==> config.mk <==
export PLATFORM = sky130hd
export DESIGN_NAME = shifter_right_seq
export DESIGN_NICKNAME = d
export VERILOG_FILES = /design/src/rtl/shifter_right_seq.sv
export SDC_FILE = /design/constraint.sdc
export NUM_CORES = 1
export LEC_CHECK = 0
export CORE_MARGIN = 1.5
export CORE_UTILIZATION = 39
export CTS_CLUSTER_SIZE = 25
export DETAILED_ROUTE_END_ITERATION = 12
export HOLD_SLACK_MARGIN = 0.05
export PLACE_DENSITY = 0.69
export SYNTH_ARGS = -nofsm -noshare
export SYNTH_HDL_FRONTEND = slang
export SYNTH_SLANG_ARGS = --single-unit
==> constraint.sdc <==
create_clock -name clk_i -period 3.7 [get_ports clk_i]
set_input_delay 0.555 -clock clk_i [delete_from_list [all_inputs] [get_ports clk_i]]
set_output_delay 0.555 -clock clk_i [all_outputs]
set_load 0.01 [all_outputs]
==> src/rtl/shifter_right_seq.sv <==
// Multi-cycle right shifter/rotator: resolves one shift-amount bit per clock,
// so a single conditional-shift stage is reused across SHFT_BITS cycles.
module shifter_right_seq #(
  parameter int WIDTH     = 32,
  parameter int SHFT_BITS = 5
) (
  input  logic                 clk_i,
  input  logic                 n_rst_i,
  input  logic                 start_i,
  input  logic [WIDTH-1:0]     in_i,
  input  logic [SHFT_BITS-1:0] shft_i,
  input  logic [1:0]           mode_i,
  output logic                 busy_o,
  output logic                 done_o,
  output logic [WIDTH-1:0]     out_o
);

  localparam int KW = (SHFT_BITS > 1) ? $clog2(SHFT_BITS) : 1;

  typedef enum logic [1:0] {
    IDLE   = 2'd0,
    SHIFT  = 2'd1,
    FINISH = 2'd2
  } state_e;

  localparam logic [1:0] MODE_ROT = 2'b00;
  localparam logic [1:0] MODE_ARI = 2'b10;

  state_e               state_q, state_d;
  logic [WIDTH-1:0]     work_q, work_d;
  logic [WIDTH-1:0]     out_q, out_d;
  logic [SHFT_BITS-1:0] shft_q, shft_d;
  logic [1:0]           mode_q, mode_d;
  logic                 sign_q, sign_d;
  logic [KW-1:0]        k_q, k_d;

  logic [WIDTH-1:0]     fill;
  logic [2*WIDTH-1:0]   cat;
  logic [SHFT_BITS-1:0] amt;
  logic [WIDTH-1:0]     stage_val;
  logic                 accept;

  // The upper half of {fill, work} supplies the vacated MSBs for every mode.
  always_comb begin
    if (mode_q == MODE_ROT)      fill = work_q;
    else if (mode_q == MODE_ARI) fill = {WIDTH{sign_q}};
    else                         fill = '0;
    amt       = SHFT_BITS'(1) << k_q;
    cat       = {fill, work_q} >> amt;
    stage_val = shft_q[k_q] ? cat[WIDTH-1:0] : work_q;
  end

  always_comb begin
    state_d = state_q;
    work_d  = work_q;
    out_d   = out_q;
    shft_d  = shft_q;
    mode_d  = mode_q;
    sign_d  = sign_q;
    k_d     = k_q;
    accept  = 1'b0;

    case (state_q)
      IDLE:   accept = start_i;
      SHIFT: begin
        work_d = stage_val;
        k_d    = k_q + KW'(1);
        if (k_q == KW'(SHFT_BITS - 1)) begin
          out_d   = stage_val;
          k_d     = '0;
          state_d = FINISH;
        end
      end
      FINISH: begin
        state_d = IDLE;
        accept  = start_i;
      end
      default: state_d = IDLE;
    endcase

    // A request in the DONE cycle is taken just like one from IDLE.
    if (accept) begin
      work_d  = in_i;
      shft_d  = shft_i;
      mode_d  = mode_i;
      sign_d  = in_i[WIDTH-1];
      k_d     = '0;
      state_d = SHIFT;
    end
  end

  always_ff @(posedge clk_i or negedge n_rst_i) begin
    if (!n_rst_i) begin
      state_q <= IDLE;
      work_q  <= '0;
      out_q   <= '0;
      shft_q  <= '0;
      mode_q  <= '0;
      sign_q  <= 1'b0;
      k_q     <= '0;
    end else begin
      state_q <= state_d;
      work_q  <= work_d;
      out_q   <= out_d;
      shft_q  <= shft_d;
      mode_q  <= mode_d;
      sign_q  <= sign_d;
      k_q     <= k_d;
    end
  end

  assign busy_o = (state_q == SHIFT);
  assign done_o = (state_q == FINISH);
  assign out_o  = out_q;

endmodule

==> qor.csv <==
stage,metric,value,unit
status,outcome,finished clean,
synth,synth_top_area_frac,0.266,
synth,synth_edf_count,0,
synth,post-synth-top-count-cell,nand2_1,
timing,setup_viol,0,
worst_setup_path,path_class,register to register,
synth,synth_top_cell_by_area,dfrtp_1,
synth,synth_area,7260,um2
worst_setup_path,slowest_delay,0.65,ns
timing,fin_skew,0.0130,ns
global_routing,overflow,0,
synth,netlist_instances,881,
cells_and_area,insertedDiodeCount,0,
synth,syn_avg_cell_area,8.24,um2
synth,synth_nets,928,
placement,hpwl,25.5,mm
cells_and_area,fin_nets,962,
cells_and_area,post-route-util,0.471,
drt,drt-total-wl,35.0,mm
clock_tree,root_buffer,clkbuf_16,
floorplanning,die-height,139,um
timing,rsz0062_at_grt,false,
clock_tree,clk_pin_slew,0.07,ns
timing,min_period,3.58,ns
drt,first_pass_iters,7,
drt,ant_nets,0,
drt,wire_per_inst,30.5,um
worst_setup_path,cp_max_fo,64,
global_routing,grt_max_degree,72,
synth,ys_warn_count,0,
clock_tree,holdBufCountCts,0,
worst_setup_path,worstPathCellList,buf_12 > inv_1 > ha_2 > buf_4 > nor2_1 > a21oi_1 > o31ai_1 > a311oi_1 > o21ai_0,
floorplanning,io_pins,76,
worst_setup_path,cp.required,3.91,ns
global_routing,grt_usage,0.361,
timing,finalHoldViolations,0,
timing,drv_slew,0,
global_routing,antenna_found_initial,0,
timing,max_freq,279,MHz
timing,tns,0,ns
clock_tree,clk_latency,0.36,ns
drt,dr_total_vias,8221,
clock_tree,cts.sinks,77,
floorplanning,die_w,139,um
cells_and_area,drive_above_1_share,0.125,
clock_tree,cts_tree,built,
synth,netlist_top_cells_count,"nand2_1 (102), dfrtp_1 (77), o21ai_0 (68)",
clock_tree,clk_path_buf_depth,2,
drt,post-route-drc-count,0,
synth,synth_flop_cell,dfrtp_1,
floorplanning,dieArea,19400,um2
global_routing,grt_pass1_wl,52.4,mm
placement,dp.cells,1133,
global_routing,grt_pass1_vias,7879,
worst_setup_path,startpoint_type,register,
placement,dpl_cell_area,8220,um2
cells_and_area,syn2layout_area_growth,17.3,%
cells_and_area,final_area,8510,um2
timing,relSlewSlack,0.306,
worst_setup_path,critPathSlowestCell,dfrtp_1,
timing,period_share,0.967,
run,max-cap-violations,0,
clock_tree,cts_resized,0,
drt,first_iter_violations,1229,
floorplanning,core,18100,um2
worst_setup_path,endpoint_kind,register,
worst_setup_path,crit_family,compound AO/OA/AOI/OAI gates,
clock_tree,cts_setup_buffers,0,
cells_and_area,final_cells,1149,
clock_tree,cts_made_buffers,9,
cells_and_area,filler_cell_count,1753,
timing,worstMarginPinSlew,1.04,ns
floorplanning,initial_utilization,0.401,
synth,synth_area_leaders,"dfrtp_1 (27%), mux2i_1 (8.4%), mux4_2 (6.5%)",
worst_setup_path,critPathBufInv,3,
worst_hold_path,hp-class,input pin to async pin,
drt,vias_per_cell,7.15,
synth,synth_seq_cells,77,
synth,synth_cell_types,72,
floorplanning,rows,49,
placement,port_buffers,75,
worst_setup_path,cp.arrival,3.79,ns
synth,synthArstFlopShare,1.00,
placement,place_congestion,1.09,
clock_tree,htree_levels,3,
synth,synth-seq-area-share,0.266,
==> stage by stage <==
| step | setup WS (ns) | hold WS [ns] |
|---|---|---|
| finish | 0.122 | 0.244 |
| global route | 0.107 | 0.284 |
| CTS | 0.306 | 0.260 |
| detailed placement | 0.314 | 0.459 |
| global placement | 0.303 | 0.460 |
| floorplan | 1.25 | 0.259 |
==> logic make-up after synthesis <==
| logic type | count (synthesis) | synth area share |
|---|---|---|
| AOI/OAI and AO/OA | 296 | 0.284 |
| adders and majority gates | 5 | 0.00862 |
| buffers and inverters | 116 | 0.0735 |
| DFF | 77 | 0.266 |
| muxes | 94 | 0.168 |
| and+or+nand+nor | 293 | 0.201 |
==> cells in the final DEF, fill, tap and decap left out, types with 6 or more instances in the layout <==
cell type	netlist	routed
nor3_1	12	12
or3_1	7	7
and2_1	6	6
dfrtp_1	77	77
o2111ai_1	12	12
a221o_1	6	6
inv_1	13	13
nand2_1	102	102
nand2b_1	13	13
nor2_1	56	56
nor2b_1	9	7
buf_4	7	48
o21ai_0	68	68
nor3b_1	17	17
o211ai_1	22	22
nand3_1	35	35
nand4_1	9	9
mux2i_1	61	61
a32oi_1	8	8
clkdlybuf4s50_1	0	74
a211oi_1	11	11
a31oi_1	6	6
o22ai_1	6	6
mux2_2	11	11
a22oi_1	42	42
a21oi_1	42	42
a22o_1	6	6
clkbuf_16	0	9
a211o_1	6	6
mux4_2	21	21
==> routing by layer <==
metal / vias up / part of all wire / routed length, um / track usage
met5: - / 0 / 0 / 0
li1: 3413 / - / - / -
met1: 4038 / 0.41 / 14300 / 0.505
met3: 118 / 0.11 / 3940 / 0.0826
met4: 0 / 0.052 / 1830 / 0.178
met2: 652 / 0.43 / 15000 / 0.523
==> path summary, 6_finish.rpt <==
check | start | end | slack (ns) | cells after the start
max in group asynchronous | n_rst_i | work_q[23] | 2.67 | 2
min in group clk_i | shft_q[4] | shft_q[4] | 0.47 | 2
worst max register to register | k_q[2] | out_o[31] | 0.12 | 9
worst min register to register | shft_q[4] | shft_q[4] | 0.47 | 2
worst min-delay path | n_rst_i | work_q[22] | 0.24 | 1
worst max-delay path | k_q[2] | out_o[31] | 0.12 | 9
==> layout make-up <==
cell class / count / area, um2 / area share
timing repair buffer: 124 / 1140 / 0.134
multi-input combinational: 688 / 4810 / 0.565
inverter: 15 / 56.3 / 0.00661
tap: 229 / 287 / 0.0337
clock buffer: 9 / 225 / 0.0265
clock inverter: 7 / 65.1 / 0.00764
sequential: 77 / 1930 / 0.226
==> sequential cells by signal (all words and copies together), names as in the netlist <==
| name | count |
|---|---|
| shft_q | 5 |
| mode_q | 2 |
| sign_q | 1 |
| k_q | 3 |
| out_o | 32 |
| work_q | 32 |
| state_q | 2 |
Power is left out: the tool's default activity adds up to more than one toggle a clock period on the data nets, which glitch-free logic cannot reach.
